File: src/rtl/countdown_mm_ss.sv
// -----------------------------------------------------------------------------
// countdown_mm_ss
//   Minutes:seconds countdown timer with BCD count registers.
//   A preset is loaded (digit-clamped to legal BCD), Start begins counting down
//   one second per TICK_DIV qualified Tick pulses, and reaching 00:00 pulses
//   DONE for one cycle.
//
//   Optional feature macro: COUNTDOWN_RELOAD_EN
//     undefined : reaching 00:00 moves to EXPIRED and holds 00:00.
//     defined   : the last loaded preset is kept in a reload register; reaching
//                 00:00 pulses DONE, reloads the count and keeps running.
//
// Parameters
//   TICK_DIV  qualified Tick pulses per one-second decrement (1..255)
//
// Ports
//   Clk      in   clock, rising edge
//   Clr      in   asynchronous active-low reset
//   Enable   in   global qualifier; all other inputs ignored while low
//   LD       in   load IN_MIN/IN_SEC, enter IDLE
//   IN_MIN   in   [7:0] preset minutes, BCD
//   IN_SEC   in   [7:0] preset seconds, BCD
//   Start    in   begin/resume countdown from IDLE
//   Stop     in   return to IDLE, holding the count
//   Tick     in   one-cycle timebase pulse
//   MIN      out  [7:0] current minutes, BCD
//   SEC      out  [7:0] current seconds, BCD
//   RUNNING  out  state is RUN
//   EXPIRED  out  state is EXPIRED
//   DONE     out  one-cycle pulse after the count reaches 00:00
// -----------------------------------------------------------------------------
module countdown_mm_ss #(
    parameter int unsigned TICK_DIV = 1
) (
    input  logic       Clk,
    input  logic       Clr,
    input  logic       Enable,
    input  logic       LD,
    input  logic [7:0] IN_MIN,
    input  logic [7:0] IN_SEC,
    input  logic       Start,
    input  logic       Stop,
    input  logic       Tick,
    output logic [7:0] MIN,
    output logic [7:0] SEC,
    output logic       RUNNING,
    output logic       EXPIRED,
    output logic       DONE
);

    typedef enum logic [1:0] {
        ST_IDLE    = 2'd0,
        ST_RUN     = 2'd1,
        ST_EXPIRED = 2'd2
    } state_t;

    localparam logic [7:0] DIV_LAST = 8'(TICK_DIV - 1);

    state_t     r_state, w_state_nxt;
    logic [7:0] r_min, w_min_nxt;
    logic [7:0] r_sec, w_sec_nxt;
    logic [7:0] r_div, w_div_nxt;
    logic       r_done, w_done_nxt;

    logic [7:0] w_ld_min, w_ld_sec;
    logic [7:0] w_dec_min, w_dec_sec;
    logic       w_cnt_zero, w_dec_zero;

`ifdef COUNTDOWN_RELOAD_EN
    logic [7:0] r_rel_min, w_rel_min_nxt;
    logic [7:0] r_rel_sec, w_rel_sec_nxt;
`endif

    function automatic logic [3:0] clamp_digit(input logic [3:0] d, input logic [3:0] lim);
        return (d > lim) ? lim : d;
    endfunction

    // Two-digit BCD decrement with borrow from tens; 00 stays 00 so the
    // registers can never pick up a non-BCD digit.
    function automatic logic [7:0] bcd_dec(input logic [7:0] v);
        if (v[3:0] != 4'd0)
            return {v[7:4], v[3:0] - 4'd1};
        else if (v[7:4] != 4'd0)
            return {v[7:4] - 4'd1, 4'd9};
        else
            return 8'h00;
    endfunction

    assign w_ld_min = {clamp_digit(IN_MIN[7:4], 4'd9), clamp_digit(IN_MIN[3:0], 4'd9)};
    assign w_ld_sec = {clamp_digit(IN_SEC[7:4], 4'd5), clamp_digit(IN_SEC[3:0], 4'd9)};

    // Seconds wrap 00 -> 59 and borrow one minute.
    assign w_dec_sec  = (r_sec == 8'h00) ? 8'h59 : bcd_dec(r_sec);
    assign w_dec_min  = (r_sec == 8'h00) ? bcd_dec(r_min) : r_min;
    assign w_cnt_zero = (r_min == 8'h00) && (r_sec == 8'h00);
    assign w_dec_zero = (w_dec_min == 8'h00) && (w_dec_sec == 8'h00);

    // Next-state: the highest-priority asserted input (LD > Stop > Start > Tick)
    // alone decides the edge; lower-priority inputs on the same edge are ignored.
    always_comb begin
        w_state_nxt = r_state;
        w_min_nxt   = r_min;
        w_sec_nxt   = r_sec;
        w_div_nxt   = r_div;
        w_done_nxt  = 1'b0;
`ifdef COUNTDOWN_RELOAD_EN
        w_rel_min_nxt = r_rel_min;
        w_rel_sec_nxt = r_rel_sec;
`endif
        if (Enable) begin
            if (LD) begin
                w_min_nxt   = w_ld_min;
                w_sec_nxt   = w_ld_sec;
                w_div_nxt   = 8'd0;
                w_state_nxt = ST_IDLE;
`ifdef COUNTDOWN_RELOAD_EN
                w_rel_min_nxt = w_ld_min;
                w_rel_sec_nxt = w_ld_sec;
`endif
            end else if (Stop) begin
                w_state_nxt = ST_IDLE;
            end else if (Start) begin
                if (r_state == ST_IDLE && !w_cnt_zero) begin
                    w_state_nxt = ST_RUN;
                    w_div_nxt   = 8'd0;
                end
            end else if (Tick && r_state == ST_RUN) begin
                if (r_div >= DIV_LAST) begin
                    w_div_nxt = 8'd0;
                    w_min_nxt = w_dec_min;
                    w_sec_nxt = w_dec_sec;
                    if (w_dec_zero) begin
                        w_done_nxt = 1'b1;
`ifdef COUNTDOWN_RELOAD_EN
                        w_min_nxt = r_rel_min;
                        w_sec_nxt = r_rel_sec;
`else
                        w_state_nxt = ST_EXPIRED;
`endif
                    end
                end else begin
                    w_div_nxt = r_div + 8'd1;
                end
            end
        end
    end

    always_ff @(posedge Clk or negedge Clr) begin
        if (!Clr) begin
            r_state <= ST_IDLE;
            r_min   <= 8'h00;
            r_sec   <= 8'h00;
            r_div   <= 8'd0;
            r_done  <= 1'b0;
`ifdef COUNTDOWN_RELOAD_EN
            r_rel_min <= 8'h00;
            r_rel_sec <= 8'h00;
`endif
        end else begin
            r_state <= w_state_nxt;
            r_min   <= w_min_nxt;
            r_sec   <= w_sec_nxt;
            r_div   <= w_div_nxt;
            r_done  <= w_done_nxt;
`ifdef COUNTDOWN_RELOAD_EN
            r_rel_min <= w_rel_min_nxt;
            r_rel_sec <= w_rel_sec_nxt;
`endif
        end
    end

    assign MIN     = r_min;
    assign SEC     = r_sec;
    assign RUNNING = (r_state == ST_RUN);
    assign EXPIRED = (r_state == ST_EXPIRED);
    assign DONE    = r_done;

endmodule
File: config.mk
export PLATFORM = sky130hd
export DESIGN_NAME = countdown_mm_ss
export DESIGN_NICKNAME = d
export VERILOG_FILES = /design/src/rtl/countdown_mm_ss.sv
export SDC_FILE = /design/constraint.sdc
export NUM_CORES = 1
export LEC_CHECK = 0
export CAP_MARGIN = 20
export CORE_UTILIZATION = 40
export DETAILED_ROUTE_END_ITERATION = 10
export HOLD_SLACK_MARGIN = 0.03
export PLACE_DENSITY = 0.71
export REMOVE_ABC_BUFFERS = 1
export SLEW_MARGIN = 25
export SYNTH_ARGS = -nofsm -noshare
export SYNTH_HDL_FRONTEND = slang
export SYNTH_SLANG_ARGS = --single-unit
File: constraint.sdc
create_clock -name Clk -period 5.49 [get_ports Clk]
set_clock_uncertainty 0.1 [all_clocks]
set_input_delay 0.8235 -clock Clk [delete_from_list [all_inputs] [get_ports Clk]]
set_output_delay 0.8235 -clock Clk [all_outputs]
set_load 0.01 [all_outputs]
Word-level counts from Yosys, hierarchy flattened --
Index checks and enable logic that the tools add are counted.
Cells by class: reductions and logical operators 23, multiplexer cells 40, order comparisons 5, eq/ne operators 6, add/subtract/negate cells 5
Operator list (number):
- 2-to-1 mux 8 bit | 22
- zero test 8 bit | 4
- nonzero test 4 bit | 7
- 2-to-1 mux 4 bit | 4
- subtractor 4 x 1 -> 4 bit (second input constant) | 4
- 2-to-1 mux 2 bit | 7
- greater-than comparator 4 bit (second input constant) | 3
- AND reduction 5 bit | 2
- adder 8 x 1 -> 8 bit (second input constant) | 1
- greater-or-equal comparator 8 x 1 -> 1 bit (second input constant) | 1
- 2-to-1 mux 1 bit | 7
- greater-than comparator 4 x 3 -> 1 bit (second input constant) | 1
- logical AND 1 bit | 4
- inequality test 2 bit (second input constant) | 2
- inequality test 4 x 2 -> 1 bit (second input constant) | 1
- AND reduction 4 bit | 1
- nonzero test 2 bit | 2
- inequality test 3 x 2 -> 1 bit (second input constant) | 1
- nonzero test 3 bit | 1
- equality test 2 x 1 -> 1 bit (second input constant) | 1
- equality test 2 bit (second input constant) | 1
- zero test 2 bit | 1
- zero test 1 bit | 1
Storage, ports and cells: logic and storage cells 84, bits of input ports 23, bits in registers 27

Logic depth before layout (Yosys ltp) --
Gate-level depths: netlist of run 1.
depth in word-level cells 13, mapped depth 7

Worst setup path before layout of run 1 --
OpenSTA, ideal clock, no wires.
kind register to register, start point reg r_sec[0], in the netlist SEC[0], end point reg r_done, in the netlist DONE, stages on the path, launching flop included 8, library setup time 0.080 ns, slack 3.266 ns, arrival time 2.044 ns, clock period less this slack 2.224 ns, path buffers 2, cell sequence dfrtp_1 buf_6 or4_1 buf_2 nor4_2 o2111ai_1 nor4_2 nor3b_2
Between the ends: word-level cells in the longest chain between the ends 12, elaborated cells between the ends (all ways) 16
RTL lines:
- start, declared | line 61 | logic [7:0] r_sec, w_sec_nxt;
- start signal, assigned | line 162 | r_sec <= w_sec_nxt;
- subtractor 4 x 1 -> 4 bit or nonzero test 4 bit (tied branches) | line 82, 81
- 2-to-1 mux 8 bit | line 81 | if (v[3:0] != 4'd0)
- 2-to-1 mux 8 bit | line 93 | assign w_dec_sec = (r_sec == 8'h00) ? 8'h59 : bcd_dec(r_sec);
- zero test 8 bit | line 96 | assign w_dec_zero = (w_dec_min == 8'h00) && (w_dec_sec == 8'h00);
- logical AND 1 bit (*) | line 96
- 2-to-1 mux 1 bit (*) | line 132 | if (w_dec_zero) begin
- 2-to-1 mux 1 bit (*) | line 128 | if (r_div >= DIV_LAST) begin
- 2-to-1 mux 1 bit (*) | line 127 | end else if (Tick && r_state == ST_RUN) begin
- 2-to-1 mux 1 bit (*) | line 122 | end else if (Start) begin
- 2-to-1 mux 1 bit (*) | line 120 | end else if (Stop) begin
- 2-to-1 mux 1 bit (*) | line 111 | if (LD) begin
- 2-to-1 mux 1 bit (*) | line 110 | if (Enable) begin
- named net w_done_nxt | line 63 | logic r_done, w_done_nxt;
- end signal, assigned | line 164 | r_done <= w_done_nxt;
- end, declared | line 63
The timed path passes the listed nets; every way through them passes the cells marked *. A chain may end at the register's enable or synchronous reset.

Worst setup path after layout of run 1 --
start point in LD, end point reg r_sec[4], in the netlist SEC[4]
Between the ends: word-level cells in the longest chain between the ends 2, elaborated cells between the ends (all ways) 6
RTL lines:
- start, declared | line 38 | input logic LD,
- inequality test 2 bit (no line) or nonzero test 2 bit (tied branches)
- AND reduction 5 bit (no line)
Several ways; a longest one is shown, not always the timed one.

==> results of run 1 <==
## per-layer routing
metal	share of wire [%]	track usage, %	vias up
met5	0	0	-
met4	2.0	9.524	0
met1	45	27.40	667
met3	5.7	4.176	9
li1	-	-	656
met2	47	37.77	59
## critical path: cells and delay by family
family / cells / cell delay, ns
compound gates: 3 / 0.68
buf+inv: 2 / 1.42
## final timing paths
| check | startpoint | slack, ns | end |
|---|---|---|---|
| min reg2reg | SEC[5] | 0.48 | SEC[5] |
| max | LD | 2.65 | SEC[4] |
| min in group asynchronous | Clr | 0.90 | MIN[5] |
| max in group asynchronous | Clr | 3.85 | r_state[1] |
| max reg2reg | SEC[0] | 2.94 | DONE |
| min | SEC[5] | 0.48 | SEC[5] |
## final cells by class
class	instances	area (um^2)
clock buffer	3	22.52
clock inverter	1	5.005
fill	300	1318
inverter	5	18.77
multi-input combinational	119	748.2
sequential	19	475.5
tap	44	55.05
timing repair buffer	41	410.4
## power by group through the flow
stage / sequential [mW] / clock (mW) / combinational (mW)
4_1_cts: 0.201 / 0.0759 / 0.152
3_3_place_gp: 0.202 / 0 / 0.147
3_5_place_dp: 0.204 / 0 / 0.150
5_1_grt: 0.207 / 0.0826 / 0.164
6_report: 0.202 / 0.0762 / 0.152
2_1_floorplan: 0.204 / 0 / 0.0639
## state kept, by name (all words and copies together) (netlist names)
signal / flops
MIN: 8
SEC: 8
r_state: 2
DONE: 1
## synthesized netlist by cell type (2+ instances only)
| master | count |
|---|---|
| dfrtp_1 | 19 |
| nand2_1 | 9 |
| mux2_2 | 2 |
| o21a_1 | 3 |
| a21o_1 | 2 |
| nor3_1 | 2 |
| a31oi_1 | 4 |
| a21oi_1 | 10 |
| o22a_1 | 2 |
| inv_1 | 5 |
| nor4_1 | 7 |
| a221oi_1 | 3 |
| or4_1 | 3 |
| nor2b_1 | 3 |
| clkbuf_1 | 4 |
| o2bb2ai_1 | 3 |
| nand3_1 | 3 |
| nor2_1 | 20 |
| nor4_2 | 3 |
| mux2i_1 | 2 |
| o21ai_0 | 15 |
| or3_1 | 3 |
## cell families (layout without fill, tap and decap cells)
| group | after synthesis | after routing | share of synthesized area, % |
|---|---|---|---|
| mux | 4 | 4 | 3.330 |
| simple gates | 61 | 61 | 27.43 |
| compound gates | 54 | 54 | 27.82 |
| flops | 19 | 19 | 37.22 |
| buf+inv | 12 | 50 | 4.211 |
## per-stage QoR
stage	power, mW	instance area, um^2
after detailed placement	0.3542	1708
after global routing	0.4534	1735
after floorplan	0.2683	1242
after CTS	0.4297	1735
after global placement	0.3491	1708
final	0.4304	1735
==> flow_metrics.tcl, run 1 <==
set metrics [dict create \
    status "finished, final reports clean" \
    critPathArrivalTime_ns 2.93 \
    p_comb_share_pct 35.3 \
    drt_iter0_markers 67 \
    synth_seq_area_share_pct 37.22 \
    syn_area_per_cell_um2 8.516 \
    rsz0062_at_grt "false" \
    drt-vias-per-instance 5.996 \
    synth_edf_count 0 \
    async_reset_ff_share_pct 100.0 \
    synthFlopType "dfrtp_1" \
    finalCritPeriodShare_pct 51.79 \
    p_sw_share_pct 37.19 \
    intPower_mw 0.2703 \
    layout_min_cycle_time_ns 2.843 \
    cts.clk_slew.worst_paths_ns 0.12 \
    yosysTopAreaCell "dfrtp_1" \
    diodes 0 \
    nets 212 \
    pwr-share-clk_pct 17.7 \
    coreArea_mm2 0.003053 \
    die_w_um 58.51 \
    synthTopCellsByArea "dfrtp_1 (37%), nor2_1 (5.9%), o21ai_0 (5.9%)" \
    routed_wl_um 3670 \
    ys_ff_latch 19 \
    io_pins 42 \
    die_y_um 58.51 \
    grt_pass1_vias 1272 \
    ctsHoldBuffers 0 \
    fin_util_pct 56.84 \
    grt_overflow 0 \
    ys_warn_count 0 \
    portBuffers 41 \
    cts-root-buf "clkbuf_4" \
    power_density_mw_per_mm2 248.0 \
    slew_headroom_pct 32.62 \
    setup_slack_ns 2.647 \
    p_leak_nw 0.6423 \
    drc 0 \
    critical_path_class "in2reg" \
    groute.usage.overall_pct 22.15 \
    htreeDepth 1 \
    syn-cell-area_mm2 0.001277 \
    hold_viol_final 0 \
    tritoncts "done" \
    mostFrequentLayoutCell "clkdlybuf4s50_1" \
    postCtsSetupBuffers 0 \
    startpoint_type "input pin" \
    slew_violations 0 \
    start_util_pct 41.84 \
    routabilityCongestion 0.8111 \
    grt_pass1_wl_um 5713 \
    drive_above_1_share_pct 6.383 \
    critical-path-max-stage-delay_ns 0.97 \
    crit_required_ns 5.58 \
    cts_buffers 3 \
    grt_start_max_net_pins 23 \
    cts_buffer_depth 2 \
    cp_slowest_cell "clkdlybuf4s50_1" \
    ys_types 45 \
    end_kind "flip-flop" \
    wl_per_cell_um 15.82 \
    drtAntennaViolNets 0 \
    placed_cells_incl_taps 228 \
    synthCells 150 \
    post_cts_resize_count 0 \
    crit_chain "clkdlybuf4s50_1 -> inv_1 -> a2111oi_0 -> a31o_2 -> a2bb2oi_1" \
    holdPathStages 1 \
    dr_total_vias 1391 \
    antenna_found_initial 0 \
    numClockSinks 19 \
    rr_worst_depth 5 \
    drtPass1Iterations 4 \
    final_cell_mix "clkdlybuf4s50_1 (41), nor2_1 (20), dfrtp_1 (19), o21ai_0 (15), a21oi_1 (10)" \
    dieArea_mm2 0.003423 \
    seqPwrFrac_pct 47.0 \
    p_sw_mw 0.1601 \
    setup_tns_ns 0 \
    maxCapViolCount 0 \
    path_max_fanout 22 \
    syn_to_final_growth_pct 35.85 \
    setup_violations 0 \
    whs_ns 0.4831 \
    clkLatencyLatePin_ns 0.32 \
    dp_slack_ns 2.344 \
    synth_top_area_share_pct 37.22 \
    worst_pin_slew_ns 1.004 \
    max_freq_mhz 351.7 \
    stdcell_count 232 \
    rows 20 \
    hold_path.class "reg2reg" \
    place_hpwl_um 2551 \
    vdd_drop_max_mv 0.1273 \
]
Power figures use the tool's default switching activity.
==> run 2, diff against run 1 <==
Clock period 5.49 ns to 3 ns, I/O delays scaled along.
==> run 2 against run 1 <==
Against the previous run:
- sequential share of layout area decreased by 0.56 points
- combinational power up 86%
- via count is 4.6% lower
- clock power grew 81%
- sequential cell count unchanged
- worst hold slack got worse by 0.023 ns
- utilization increased by 1.2 points
- routed wire length fell by 3.9%
- total power increased by 83%
- non-clock buffer count increased by 5
- largest power group unchanged
==> flow_metrics.tcl, run 2 (synthesis results as in run 1) <==
set metrics [dict create \
    grt_pass1_vias 1304 \
    hold_end "r_state[1]" \
    crit_chain "nor4_2 -> nand4b_1 -> mux2_2 -> nor4_2 -> nor3b_2" \
    drtPass1Iterations 4 \
    power_density_mw_per_mm2 445.1 \
    dr_total_vias 1327 \
    io_pins 42 \
    htreeDepth 1 \
    numClockSinks 19 \
    dpl-instance-area_mm2 0.001745 \
    antenna_found_initial 0 \
    power_mw 0.7885 \
    design_area_mm2 0.001772 \
    worst_pin_slew_ns 0.9157 \
    portBuffers 41 \
    finalCritPeriodShare_pct 80.03 \
    cts.clk_slew.worst_paths_ns 0.12 \
    r2r_start "SEC[0]" \
    routed_wl_um 3528 \
    setup_tns_ns 0 \
    fin_util_pct 58.03 \
    cp_slowest_cell "nor4_2" \
    path_max_fanout 10 \
    drive_above_1_share_pct 8.290 \
    drt-vias-per-instance 5.599 \
    cts_buffer_depth 2 \
    drtAntennaViolNets 0 \
    multi_input_area_um2 748.2 \
    mostFrequentLayoutCell "clkdlybuf4s50_1" \
    startpoint_type "flip-flop" \
    final_cell_mix "clkdlybuf4s50_1 (41), nor2_1 (20), dfrtp_1 (19), o21ai_0 (15), a21oi_1 (10)" \
    layout_min_cycle_time_ns 2.401 \
    die_w_um 58.51 \
    holdPathStages 1 \
    seq_area_um2 475.5 \
    syn_to_final_growth_pct 38.69 \
    ctsHoldBuffers 0 \
    post_cts_resize_count 0 \
    p_leak_nw 0.6644 \
    r2r_setup_slack_ns 0.60 \
    tritoncts "done" \
    status "finished, final reports clean" \
    grt_overflow 0 \
    crit_required_ns 3.13 \
    critical_path_class "reg2reg" \
    place_hpwl_um 2614 \
    cts-root-buf "clkbuf_4" \
    start_util_pct 41.84 \
    num-fill-cells 299 \
    nets 217 \
    vdd_drop_max_mv 0.2445 \
    setup_slack_ns 0.5991 \
    rows 20 \
    postCtsSetupBuffers 0 \
    critPathArrivalTime_ns 2.53 \
    routabilityCongestion 0.8125 \
    max_freq_mhz 416.5 \
    coreArea_mm2 0.003053 \
    die_y_um 58.51 \
    critical-path-max-stage-delay_ns 0.64 \
    rsz0062_at_grt "false" \
    grt_start_max_net_pins 20 \
    slew_violations 0 \
    rr_worst_depth 5 \
    grt_pass1_wl_um 5940 \
    groute.usage.overall_pct 22.65 \
    cp_common_cell "nor4_2" \
    maxCapViolCount 0 \
    slew_headroom_pct 38.76 \
    r2r_end "DONE" \
    end_kind "flip-flop" \
    hold_viol_final 0 \
    diodes 0 \
    clkLatencyLatePin_ns 0.31 \
    dieArea_mm2 0.003423 \
    drc 0 \
    dp_slack_ns 0.6409 \
    setup_violations 0 \
    wl_per_cell_um 14.89 \
    cts_buffers 3 \
    drt_iter0_markers 51 \
    hp-start "r_state[1]" \
    hold_path.class "reg2reg" \
]
## run 2: changes by cell type in the layout (fill, tap and decap cells not counted)
cell      change
clkinv_2      -1
clkbuf_1      +1
buf_4         +5
## run 2: layout make-up
| type | instances | area share (%) |
|---|---|---|
| Sequential cell | 19 | 26.84 |
| Multi-Input combinational cell | 119 | 42.23 |
| Tap cell | 44 | 3.107 |
| Clock buffer | 4 | 1.483 |
| Timing Repair Buffer | 46 | 25.28 |
| Inverter | 5 | 1.059 |
## run 2: worst max-delay path by stage
stage | cells past startpoint | from | end
after floorplan | 5 | SEC[1] | DONE
after CTS | 5 | SEC[0] | DONE
after detailed placement | 5 | SEC[0] | DONE
after global routing | 5 | SEC[0] | DONE
final | 5 | SEC[0] | DONE
after global placement | 5 | SEC[0] | DONE
## run 2: routing by layer
metal,wire length (um),track usage [%],part of all wire [%],up-vias
met5,0,0,0,-
met4,46,7.823,1.3,0
met3,218,3.077,6.2,4
met2,1698,40.39,48,40
met1,1564,28.07,44,623
li1,-,-,-,660
## run 2: per-stage QoR
| stage | hold slack (ns) | cells |
|---|---|---|
| 6_report | 0.4599 | 237 |
| 5_1_grt | 0.5078 | 237 |
| 4_1_cts | 0.4645 | 237 |
| 3_5_place_dp | 0.4364 | 233 |
| 3_3_place_gp | 0.4348 | 233 |
| 2_1_floorplan | 0.05441 | 143 |
## run 2: worst max-delay path: cells and delay by family, from the launching register on
kind / cells / cell delay [ns]
AND/OR/NAND/NOR: 4 / 1.39
flip-flops: 1 / 0.50
multiplexers: 1 / 0.34
## run 2: power breakdown
group / internal, mW / switching [mW]
clock network: 0.0519 / 0.0856
registers: 0.293 / 0.0757
logic: 0.157 / 0.125
==> run 3, diff against run 2 <==
Settings changed: PLACE_DENSITY 0.71 to 0.74.
Clock period 3 ns to 1.97 ns, I/O delays scaled along.
==> run 3 against run 2 <==
Against the previous run:
- the flow now finishes with violations (negative setup slack)
- worst setup slack worse by 0.70 ns
- die area stayed put
- critical path depth is 1 higher
- worst hold slack worse by 0.26 ns
- critical endpoint unchanged
- largest cell class unchanged
==> flow_metrics.tcl, run 3 (synthesis results as in run 1) <==
set metrics [dict create \
    final_cell_mix "clkdlybuf4s50_1 (41), buf_4 (39), dfrtp_1 (19), nor2_1 (18), o21ai_0 (12)" \
    critical_path_class "reg2reg" \
    seqPwrFrac_pct 34.2 \
    die_w_um 58.51 \
    intPower_mw 0.9183 \
    cts.clk_slew.worst_paths_ns 0.12 \
    grt_pass1_wl_um 6720 \
    p_sw_share_pct 36.38 \
    path_max_fanout 4 \
    slew_violations 0 \
    tritoncts "done" \
    groute.usage.overall_pct 25.61 \
    crit_chain "or4_4 -> nor3_4 -> mux2i_2 -> buf_4 -> nor4_4 -> nor3b_2" \
    rows 20 \
    setup_violations 5 \
    portBuffers 41 \
    numClockSinks 19 \
    nets 255 \
    dr_total_vias 1527 \
    dieArea_mm2 0.003423 \
    diodes 0 \
    place_hpwl_um 2998 \
    end_kind "flip-flop" \
    drc 0 \
    crit_buf_inv 1 \
    power_density_mw_per_mm2 663.0 \
    status "complete, but fails checks" \
    finalCritPeriodShare_pct 104.9 \
    dp_slack_ns -0.1847 \
    cts-root-buf "clkbuf_4" \
    max_freq_mhz 483.9 \
    stdcell_count 275 \
    drive_above_1_share_pct 29.87 \
    grt_overflow 0 \
    htreeDepth 1 \
    num-fill-cells 250 \
    routed_wl_um 4200 \
    slew_headroom_pct 65.18 \
    maxCapViolCount 0 \
    ctsHoldBuffers 0 \
    critical-path-max-stage-delay_ns 0.58 \
    clkLatencyLatePin_ns 0.32 \
    drtAntennaViolNets 0 \
    design_area_mm2 0.002177 \
    cts_buffer_depth 2 \
    critPathArrivalTime_ns 2.22 \
    pwr-share-clk_pct 15.1 \
    die_y_um 58.51 \
    rsz0062_at_grt "true" \
    drtPass1Iterations 4 \
    setup_tns_ns -0.3414 \
    routabilityCongestion 0.8482 \
    setup_slack_ns -0.09641 \
    io_pins 42 \
    mostFrequentLayoutCell "clkdlybuf4s50_1" \
    grt_pass1_vias 1518 \
    startpoint_type "flip-flop" \
    grt_start_max_net_pins 20 \
    violations "negative setup slack" \
    hold_viol_final 0 \
    wl_per_cell_um 15.27 \
    drt_iter0_markers 98 \
    cp_slowest_cell "or4_4" \
    vdd_drop_max_mv 0.4640 \
    fin_util_pct 71.31 \
    cts_buffers 3 \
    drt-vias-per-instance 5.553 \
    layout_min_cycle_time_ns 2.066 \
    start_util_pct 41.84 \
    dpl-instance-area_mm2 0.001976 \
    p_sw_mw 0.5251 \
    path_delay_family "simple AND/OR/NAND/NOR gates" \
    antenna_found_initial 0 \
    crit_required_ns 2.12 \
    hold_path.class "in2async" \
    syn_to_final_growth_pct 70.42 \
    placed_cells_incl_taps 262 \
    coreArea_mm2 0.003053 \
    worst_pin_slew_ns 0.5092 \
    p_comb_share_pct 50.7 \
    p_leak_nw 0.8889 \
]
[run 3: cell types whose count changed in the layout (fill, tap and decap cells not counted), moves of 3 or more]
cell     before  now
or4_1         3    0
or4_4         0    3
buf_6         0    3
o21ai_0      15   12
o21ai_1       1    4
buf_4         5   39
[run 3: worst paths after layout]
kind                       depth (start not counted)    endpoint  startpoint  slack (ns)
max                                                6        DONE      SEC[3]        -0.1
min                                                2      MIN[6]         Clr        0.20
max reg2reg                                        6        DONE      SEC[3]        -0.1
min reg2reg                                        1  r_state[1]  r_state[1]        0.44
max in group asynchronous                          2  r_state[0]         Clr        1.36
min in group Clk                                   1  r_state[1]  r_state[1]        0.44
[run 3: final cells by class]
cell class | count | area [um^2] | area share (%)
Inverter | 5 | 18.77 | 0.8621
Tap cell | 44 | 55.05 | 2.529
Clock inverter | 1 | 5.005 | 0.2299
Timing Repair Buffer | 84 | 757.0 | 34.77
Sequential cell | 19 | 475.5 | 21.84
Multi-Input combinational cell | 119 | 843.3 | 38.74
Clock buffer | 3 | 22.52 | 1.034
[run 3: layer usage]
metal,track usage (%),wire (um)
met5,0,0
met4,7.143,36
met3,3.516,240
met2,49.10,2239
met1,29.49,1683
[run 3: per-stage QoR]
stage	power [mW]	hold WS, ns
finish	1.443	0.2023
global route	1.517	0.2263
CTS	1.389	0.2234
detailed placement	1.135	0.4291
global placement	1.114	0.4218
floorplan	0.7478	-0.1001
[run 3: what timing repair did]
item	4_1_cts	5_1_grt
cloned	0	0
setup buffers	5	4
setup endpoints to repair	8	12
resized for setup	10	15
pin swaps	7	5
[run 3: worst register-to-register path, delay by kind of cell (launching register included)]
kind	cells	cell delay [ns]
simple gates	4	1.24
mux	1	0.11
flops	1	0.40
buf+inv	1	0.15
[run 3: power groups by stage]
stage	combinational, mW	clock (mW)	sequential [mW]
6_report	0.731	0.218	0.494
5_1_grt	0.786	0.231	0.500
2_1_floorplan	0.178	0	0.570
3_3_place_gp	0.623	0	0.491
3_5_place_dp	0.639	0	0.496
4_1_cts	0.685	0.214	0.490
